File: src/rtl/adder_35_core.sv
// Registered WIDTH-bit + WIDTH-bit + carry-in adder slice with a one-deep valid/ready output stage.
// The arithmetic core is a plain ripple-carry chain; the result register only loads on a transfer.
module adder_35_core #(
    parameter int unsigned WIDTH = 3
) (
    input  logic             clk,
    input  logic             rst_n,
    input  logic             in_valid,
    output logic             in_ready,
    input  logic [WIDTH-1:0] a,
    input  logic [WIDTH-1:0] b,
    input  logic             cin,
    output logic             out_valid,
    input  logic             out_ready,
    output logic [WIDTH:0]   sum
);

    logic [WIDTH:0]   carry;
    logic [WIDTH-1:0] sum_bits;
    logic [WIDTH:0]   sum_d, sum_q;
    logic             valid_d, valid_q;
    logic             in_xfer, out_xfer;

    // Exact ripple-carry core; carry[WIDTH] becomes the result MSB.
    always_comb begin
        carry    = '0;
        sum_bits = '0;
        carry[0] = cin;
        for (int i = 0; i < int'(WIDTH); i++) begin
            sum_bits[i]  = a[i] ^ b[i] ^ carry[i];
            carry[i + 1] = (a[i] & b[i]) | (a[i] & carry[i]) | (b[i] & carry[i]);
        end
    end

    // in_ready depends only on register state and out_ready, never on in_valid.
    assign in_ready = !valid_q || out_ready;
    assign in_xfer  = in_valid && in_ready;
    assign out_xfer = valid_q && out_ready;

    always_comb begin
        sum_d   = sum_q;
        valid_d = valid_q;
        if (in_xfer) begin
            // Operands are only sampled on a transfer, so X on idle inputs cannot reach sum.
            sum_d   = {carry[WIDTH], sum_bits};
            valid_d = 1'b1;
        end else if (out_xfer) begin
            valid_d = 1'b0;
        end
    end

    always_ff @(posedge clk or negedge rst_n) begin
        if (!rst_n) begin
            sum_q   <= '0;
            valid_q <= 1'b0;
        end else begin
            sum_q   <= sum_d;
            valid_q <= valid_d;
        end
    end

    assign sum       = sum_q;
    assign out_valid = valid_q;

endmodule

File: config.mk
export PLATFORM = sky130hd
export DESIGN_NAME = adder_35_core
export DESIGN_NICKNAME = d
export VERILOG_FILES = /design/src/rtl/adder_35_core.sv
export SDC_FILE = /design/constraint.sdc
export NUM_CORES = 1
export LEC_CHECK = 0
export BUFFER_PORTS_ARGS = -buffer_cell sky130_fd_sc_hd__buf_2
export CORE_AREA = 10 10 47 49
export CTS_BUF_LIST = sky130_fd_sc_hd__clkbuf_4 sky130_fd_sc_hd__clkbuf_8 sky130_fd_sc_hd__clkbuf_16
export CTS_CLUSTER_SIZE = 30
export DETAILED_ROUTE_END_ITERATION = 8
export DIE_AREA = 0 0 57 59
export GPL_ROUTABILITY_DRIVEN = 1
export SYNTH_ARGS = -nofsm -noshare
export SYNTH_HDL_FRONTEND = slang
export SYNTH_SLANG_ARGS = --single-unit
File: constraint.sdc
create_clock -name clk -period 1.5 [get_ports clk]
set_clock_uncertainty 0.2 [all_clocks]
set_input_delay 0.45 -clock clk [delete_from_list [all_inputs] [get_ports clk]]
set_output_delay 0.45 -clock clk [all_outputs]
set_load 0.005 [all_outputs]
## Yosys cells after proc, flatten, opt, wreduce, memory -nomap -nowiden

Cells that the tools add are included.

- Register bits: 5
- Input port bits: 11
- Output and inout port bits: 6
- Logic and storage cells: 30

- Muxes and demuxes: 2
- Bitwise gates (word level): 21
- Reductions and logical operators: 5

Operator list:

| kind | count |
|---|---|
| $and A1 B1 Y1 | 9 |
| $or A1 B1 Y1 | 6 |
| $xor A1 B1 Y1 | 6 |
| $logic_and A1 B1 Y1 | 2 |
| $mux W1 | 2 |
| $reduce_bool A2 Y1 | 1 |
| $logic_not A1 Y1 | 1 |
| $logic_or A1 B1 Y1 | 1 |

## Depth between registers and ports, before layout

Gate-level depths: netlist (run 1).

- Depth after elaboration: 9
- Gate-level depth with buffers: 7
- Gate-level depth less buffers: 7

## Least setup slack after synthesis (run 1)

OpenSTA, ideal clock, no wires.

- Kind: input port to flip-flop
- Start: in a[0]
- End: reg sum_q[2], in the netlist sum[2]
- Setup time: 0.123 ns
- Arrival time: 1.656 ns
- Data required time: 1.177 ns
- Setup slack: -0.479 ns
- Cell stages on the path: 7
- Path buffers: 0
- Path through: inv_1 -> fa_1 -> inv_1 -> fa_1 -> inv_1 -> fa_1 -> mux2i_1

- Word-level cells in the longest chain between the ends: 7
- Elaborated cells on any way between the ends: 9
- Classes of those cells: bitwise: 9

RTL lines:

| item | RTL line | source |
|---|---|---|
| from (decl) | 10 | `input logic [WIDTH-1:0] a,` |
| $and A1 B1 Y1 | 31 | `carry[i + 1] = (a[i] & b[i]) \| (a[i] & carry[i]) \| (b[i] & carry[i]);` |
| $or A1 B1 Y1 (*) (2 in series) | 31 |  |
| $and A1 B1 Y1 | 31 |  |
| $or A1 B1 Y1 | 31 |  |
| $or A1 B1 Y1 (*) | 31 |  |
| $xor A1 B1 Y1 (*) | 30 | `sum_bits[i] = a[i] ^ b[i] ^ carry[i];` |
| to (signal assigned) | 57 | `sum_q <= sum_d;` |
| to (decl) | 20 | `logic [WIDTH:0] sum_d, sum_q;` |

Every way passes the cells marked *; elsewhere a longest branch is shown, timed or not.
A chain may end at the register's enable or synchronous reset.

## Worst setup path after layout (run 1)

- Start: in b[0]
- End: reg sum_q[2], in the netlist sum[2]

- Word-level cells in the longest chain between the ends: 7
- Elaborated cells on any way between the ends: 9
- Classes of those cells: bitwise: 9

RTL lines:

| item | RTL line | source |
|---|---|---|
| from (decl) | 11 | `input logic [WIDTH-1:0] b,` |
| $and A1 B1 Y1 | 31 |  |
| $or A1 B1 Y1 | 31 |  |
| $or A1 B1 Y1 (*) | 31 |  |
| $and A1 B1 Y1 | 31 |  |
| $or A1 B1 Y1 | 31 |  |
| $or A1 B1 Y1 (*) | 31 |  |
| $xor A1 B1 Y1 (*) | 30 |  |

Marked as above.

==> impl_metrics.toml, run 1 <==
[timing]
holdWs_ns = 0.2456
tns_ns = -0.7475
finalCritPeriodShare_pct = 119.1
hold_viol_final = 0
finalSetupViolCount = 3
period_needed_ns = 1.787
drv_slew = 0
max_clock_freq_ghz = 0.5597
worst_slack_ns = -0.2868
rsz0062_at_grt = "yes"
tightest_slew_ns = 0.1143
max_slew_margin_pct = 92.16

[power_and_ir_drop]
peakVddDrop_mv = 0.2424
pwr_density_cell_nw_per_um2 = 989.5
leakage_uw = 0.0002806

[logic_synthesis]
syn_avg_cell_area_um2 = 12.01
synth_cells = 25
yosys_warnings = 0
synth-seq-cells = 5
synth_nets = 39
syn_area_um2 = 300.3
yosysUniqueCellTypes = 8
yosysSeqAreaShare_pct = 41.67

[route]
drtIter0Drc = 1
post-route-drc-count = 0
wl_per_cell_um = 10.56
ant_nets = 0
drt-vias-per-instance = 3.672
drtPass1Iterations = 2
vias = 235
routed_wl_um = 676

[clock_network]
clockRootBuffer = "clkbuf_4"
cts_tree = "yes"
clk_pin_slew_ns = 0.04
cts-htree-levels = 1
clock_path_buffers = 2
cts_buffers = 3
clock_latency_ns = 0.24
clkSinkCount = 5

[floorplanning]
coreArea_um2 = 1401
die-area_um2 = 3363
die-width_um = 57
rows = 14
die_y_um = 59
ios = 17
start_util_pct = 21.43

[global_route]
grtUsageTotal_pct = 4.834
gr-total-overflow = 0
grt_pass1_wl_um = 1159
grt_max_degree = 6
grt_pass1_vias = 274
antenna_found_initial = 0

[worst_setup_path]
crit_chain = "buf_8 > inv_4 > fa_2 > inv_2 > fa_2 > inv_2 > fa_1 > mux2i_1"
crit_path_max_fanout = 1
cp.arrival_ns = 1.71
worstPathRequired_ns = 1.43
startpoint_type = "input pin"
slowest_delay_ns = 0.47
worstSetupEndpointType = "register"
crit_slowest_cell = "fa_1"
ff2ff_setup_slack_ns = 0.25
path_class = "input pin to register"

[status]
violations = "setup timing"
status = "finished, violations left"

[final_layout]
fin_nets = 63
fin_cells = 64
final_core_util_pct = 35.18
most-common-layout-cells = "buf_2 (13), inv_1 (6), dfrtp_1 (5), clkbuf_4 (4), mux2i_1 (3)"
final_common_cell = "buf_2"
area_growth_pct = 64.17
drive_gt1_share_pct = 64.58
n_antenna_cell = 0
stdcell_area_um2 = 493.0

[placed_design]
dp_hpwl_um = 599.1
dp.cells = 58
place_congestion = 0.6546
placed_cell_area_um2 = 420.4
io_buffer_count = 16

[job]
maxCapViolCount = 0

[min_path]
hold_class = "input pin to register"
==> worst max-delay path: cells and delay by family <==
kind	cells	cell delay (ns)
adders and majority gates	3	1.02
muxes	1	0.06
buffers and inverters	4	0.19
==> registers in the layout, summed over array words and instances (netlist names) <==
register / flops
sum: 4
out_valid: 1
==> cell usage after synthesis (all sizes together) <==
| master | instances | area share [%] |
|---|---|---|
| inv | 10 | 13 |
| dfrtp | 5 | 42 |
| fa | 3 | 20 |
| mux2i | 3 | 10 |
| mux2 | 1 | 5.0 |
| nand2 | 1 | 3.7 |
| nand2b | 1 | 4.6 |
| or2b | 1 | 2.5 |
==> stage by stage <==
stage,setup slack (ns),power (uW)
floorplan,-0.4714,244.6
global placement,-0.6372,306.6
detailed placement,-0.6529,310.7
CTS,-0.2847,499.7
global route,-0.3367,533.8
finish,-0.2868,487.8
==> path summary, 6_finish.rpt <==
check | start | cells past startpoint | endpoint
hold / removal | in_valid | 2 | out_valid
min in group asynchronous | rst_n | 2 | sum[2]
setup / recovery | b[0] | 8 | sum[2]
hold reg to reg | sum[1] | 1 | sum[1]
max in group asynchronous | rst_n | 2 | sum[0]
setup reg to reg | out_valid | 4 | sum[1]
==> power breakdown <==
group	total [uW]	leakage, uW	internal (uW)	switching [uW]
clock	171	0.0000184	118	52.6
combinational	138	0.000205	79.9	58.0
sequential	179	0.0000573	164	14.7
total	488	0.000281	363	125
==> cell families (layout without fill, tap and decap cells) <==
family | after synthesis | after routing | share of synthesized area [%]
buf+inv | 10 | 33 | 12.50
flops | 5 | 5 | 41.67
mux | 4 | 4 | 15.00
fa+ha+maj | 3 | 3 | 20.00
simple gates | 3 | 3 | 10.83
==> per-layer routing <==
metal | GRT usage [%] | up-vias | wire length [um]
met1 | 4.854 | 102 | 322
met5 | 0 | - | 0
met4 | 4.027 | 0 | 10
li1 | - | 116 | -
met3 | 4.292 | 2 | 73
met2 | 6.047 | 15 | 269
==> repair_timing <==
| item | in CTS | in global routing |
|---|---|---|
| hold endpoints to repair | 5 | 0 |
| setup buffers | 1 | 0 |
| hold buffers | 1 | 0 |
| setup endpoints to repair | 4 | 4 |
| resized for setup | 3 | 3 |
| pin swaps | 3 | 0 |
==> area by class of cell <==
cell class	instances	area (um^2)
clock buffers	4	30.03
fillers	157	908.4
inverters	10	47.55
multi-input cells	10	142.6
flip-flops and latches	5	125.1
well taps	16	20.02
repair buffers	19	127.6
No activity file was read; power rests on OpenSTA's default activity.
==> run 2: changes to the inputs <==
--- a/config.mk
+++ b/config.mk
@@ -12,6 +12,7 @@
 export DETAILED_ROUTE_END_ITERATION = 8
 export DIE_AREA = 0 0 57 59
 export GPL_ROUTABILITY_DRIVEN = 1
+export SKIP_CTS_REPAIR_TIMING = 1
 export SYNTH_ARGS = -nofsm -noshare
 export SYNTH_HDL_FRONTEND = slang
 export SYNTH_SLANG_ARGS = --single-unit
==> run 2 against run 1 <==
Effect of this change:
- the flow still finishes with violations (setup timing)
- global-route usage fell by 0.27 points
- sequential cell count stayed put
- routed wire length grew 5.5%
- non-clock buffer count stayed put
- critical path type unchanged
- highest routed layer is now met3
==> impl_metrics.toml, run 2 (synthesis gave the netlist of run 1 again) <==
[status]
status = "finished, violations left"
violations = "setup timing"

[final_layout]
fin_nets = 63
drive_gt1_share_pct = 66.67
final_common_cell = "buf_2"
area_growth_pct = 64.17
n_antenna_cell = 0
largest_register_ffs = 4
nFillCells = 156
most-common-layout-cells = "buf_2 (13), inv_1 (5), dfrtp_1 (5), clkbuf_4 (4)"
fin_cells = 64

[job]
maxCapViolCount = 0

[route]
drtIter0Drc = 4
routed_wl_um = 713
wl_per_cell_um = 11.14
vias = 237
drtPass1Iterations = 3
post-route-drc-count = 0
drt-vias-per-instance = 3.703
ant_nets = 0

[power_and_ir_drop]
pwr_density_cell_nw_per_um2 = 1003
peakVddDrop_mv = 0.2922
leakage_uw = 0.0002795
total_power_uw = 494.4

[timing]
rsz0062_at_grt = "yes"
finalSetupViolCount = 3
tns_ns = -0.7399
max_slew_margin_pct = 90.75
worst_slack_ns = -0.2872
period_needed_ns = 1.787
hold_viol_final = 0
max_clock_freq_ghz = 0.5595
tightest_slew_ns = 0.1348
drv_slew = 0
finalCritPeriodShare_pct = 119.1

[clock_network]
clock_path_buffers = 2
clockRootBuffer = "clkbuf_4"
clk_pin_slew_ns = 0.04
clock_latency_ns = 0.24
cts_buffers = 3
cts_tree = "yes"
clkSinkCount = 5
cts-htree-levels = 1

[worst_setup_path]
worstSetupEndpointType = "register"
crit_path_max_fanout = 1
worstRegToRegCells = 4
path_class = "input pin to register"
cp.arrival_ns = 1.71
worstPathRequired_ns = 1.42
startpoint_type = "input pin"

[floorplanning]
die-area_um2 = 3363
start_util_pct = 21.43
ios = 17
die-width_um = 57
coreArea_um2 = 1401
die_y_um = 59
rows = 14

[global_route]
grtUsageTotal_pct = 4.567
grt_pass1_wl_um = 1090
gr-total-overflow = 0
grt_pass1_vias = 263
antenna_found_initial = 0
grt_max_degree = 6

[placed_design]
dp_hpwl_um = 599.1
place_congestion = 0.6546
io_buffer_count = 16
dp.cells = 58
dpl_worst_slack_ns = -0.6529

[min_path]
hold_depth = 2
hold_class = "input pin to register"
-- run 2: cell counts in the layout (fill, tap and decap cells not counted) --
Identical to the previous run, type by type.
-- run 2: routing by layer --
layer	track usage (%)	up-vias	part of all wire, %
met2	5.426	13	46
met3	4.292	0	11
met1	4.595	107	43
met5	0	-	0
li1	-	117	-
met4	4.027	0	0
-- run 2: final cells by class --
class	count	area [um^2]	share of cell area (%)
Clock buffer	4	30.03	6.091
Inverter	10	47.55	9.645
Multi-Input combinational cell	10	142.6	28.93
Sequential cell	5	125.1	25.38
Tap cell	16	20.02	4.061
Timing Repair Buffer	19	127.6	25.89
-- run 2: path summary, 6_finish.rpt --
check | from | to | slack, ns
worst min register to register | sum[1] | sum[1] | 0.31
min in group asynchronous | rst_n | sum[1] | 0.36
worst min-delay path | in_valid | out_valid | 0.25
worst max register to register | out_valid | sum[1] | 0.26
max in group asynchronous | rst_n | sum[2] | 0.60
worst max-delay path | b[0] | sum[2] | -0.29
-- run 2: metrics by stage --
stage,instance area (um^2),util (%),hold WS (ns)
after floorplan,312.8,-,-0.04559
after global routing,493.0,35.18,0.2394
after detailed placement,420.4,30.00,0.07510
after CTS,450.4,32.14,-0.1893
final,493.0,35.18,0.2495
after global placement,420.4,30.00,0.07052
-- run 2: power by group --
part	internal (uW)	total [uW]	switching [uW]
Combinational	80.1	139	58.8
Clock	119	176	57.1
Sequential	164	180	15.5
Total	363	494	131
-- run 2: worst max-delay path, stage by stage --
cell     delay [ns]
buf_8          0.07
inv_4          0.03
fa_2           0.37
inv_2          0.06
fa_2           0.18
inv_2          0.03
fa_1           0.47
mux2i_1        0.06
==> run 3: changes to the inputs <==
--- a/config.mk
+++ b/config.mk
@@ -12,6 +12,7 @@
 export DETAILED_ROUTE_END_ITERATION = 8
 export DIE_AREA = 0 0 57 59
 export GPL_ROUTABILITY_DRIVEN = 1
+export GPL_TIMING_DRIVEN = 0
 export SKIP_CTS_REPAIR_TIMING = 1
 export SYNTH_ARGS = -nofsm -noshare
 export SYNTH_HDL_FRONTEND = slang
==> run 3 against run 2 <==
Effect of this change:
- the run still ends with setup timing left
- design area is 1.5% lower
- utilization decreased by 0.54 points
- critical path depth unchanged
- critical endpoint unchanged
==> impl_metrics.toml, run 3 (synthesis gave the netlist of run 1 again) <==
[floorplanning]
rows = 14
start_util_pct = 21.43
die_y_um = 59
coreArea_um2 = 1401
die-width_um = 57
ios = 17
die-area_um2 = 3363

[clock_network]
clockRootBuffer = "clkbuf_4"
cts_buffers = 3
cts-htree-levels = 1
clkSinkCount = 5
clock_latency_ns = 0.24
cts_tree = "yes"
clock_path_buffers = 2
clk_pin_slew_ns = 0.04

[final_layout]
largest_register_ffs = 4
area_growth_pct = 61.67
fin_nets = 62
drive_gt1_share_pct = 63.83
final_common_cell = "buf_2"
most-common-layout-cells = "buf_2 (13), inv_1 (6), dfrtp_1 (5), clkbuf_4 (4), mux2i_1 (3)"
n_antenna_cell = 0
seq_area_um2 = 125.1
nFillCells = 150
stdcell_area_um2 = 485.5
multiInputGateArea_um2 = 142.6

[worst_setup_path]
cp.arrival_ns = 1.71
timing.rr.start = "out_valid"
path_class = "input pin to register"
startpoint_type = "input pin"
crit_path_max_fanout = 1
worstSetupEndpointType = "register"
critical_path.startpoint = "b[0]"
worstPathRequired_ns = 1.42

[route]
drtIter0Drc = 2
vias = 229
wl_per_cell_um = 11.13
drt-vias-per-instance = 3.635
routed_wl_um = 701
ant_nets = 0
post-route-drc-count = 0
drtPass1Iterations = 2

[min_path]
hold_class = "input pin to register"
worstHoldStart = "in_valid"

[placed_design]
place_congestion = 0.6217
placed_cell_area_um2 = 412.9
dpl_worst_slack_ns = -0.6611
io_buffer_count = 16
dp_hpwl_um = 615.8

[timing]
hold_viol_final = 0
tightest_slew_ns = 0.1144
finalSetupViolCount = 3
period_needed_ns = 1.790
finalCritPeriodShare_pct = 119.3
drv_slew = 0
worst_slack_ns = -0.2902
max_clock_freq_ghz = 0.5586
max_slew_margin_pct = 92.15
rsz0062_at_grt = "yes"
tns_ns = -0.7558

[power_and_ir_drop]
leakage_uw = 0.0002760
peakVddDrop_mv = 0.4000
pwr_density_cell_nw_per_um2 = 1002
total_power_uw = 486.4

[global_route]
grtUsageMet2_pct = 5.271
grt_pass1_wl_um = 1200
grt_pass1_vias = 257
grt_max_degree = 6
grtUsageTotal_pct = 4.822
met3_usage_pct = 3.219
busiest_layer = "met1"
gr-total-overflow = 0
antenna_found_initial = 0
grtUsageMet1_pct = 6.024

[status]
status = "finished, violations left"
violations = "setup timing"

[job]
maxCapViolCount = 0
[run 3: cell types whose count changed in the layout (fill, tap and decap cells not counted), sizes merged]
cell,previous run,this run
buf,18,17
[run 3: final timing paths]
kind                              to  slack, ns  depth (start not counted)
min                        out_valid       0.25                          2
max reg2reg                   sum[1]       0.20                          4
min reg2reg                   sum[1]       0.31                          1
min in group asynchronous     sum[3]       0.36                          2
max                           sum[2]      -0.29                          8
max in group asynchronous     sum[0]       0.61                          2
[run 3: metal layers]
layer	up-vias	wire length, um
met5	-	0
met4	0	26
met3	4	68
met2	15	269
met1	96	337
li1	114	-
[run 3: final cells by class]
cell class | instances | area share [%]
timing repair buffer | 18 | 24.74
multi-input combinational | 10 | 29.38
tap | 16 | 4.124
sequential | 5 | 25.77
inverter | 10 | 9.794
clock buffer | 4 | 6.186
[run 3: through the flow]
stage          utilization (%)  cells  hold slack (ns)
3_3_place_gp             29.46     57          0.06973
3_5_place_dp             29.46     57          0.06872
6_report                 34.64     63           0.2451
4_1_cts                  31.61     61          -0.1907
2_1_floorplan                -     25         -0.04559
5_1_grt                  34.64     63           0.2576
[run 3: where the power goes]
part | internal [uW] | total [uW] | switching (uW)
sequential | 164 | 179 | 14.3
combinational | 77.9 | 136 | 58.2
clock | 118 | 172 | 53.3
[run 3: worst max-delay path, stage by stage]
cell,delay (ns)
buf_8,0.07
inv_4,0.03
fa_2,0.37
inv_2,0.06
fa_2,0.18
inv_2,0.04
fa_1,0.47
mux2i_1,0.06
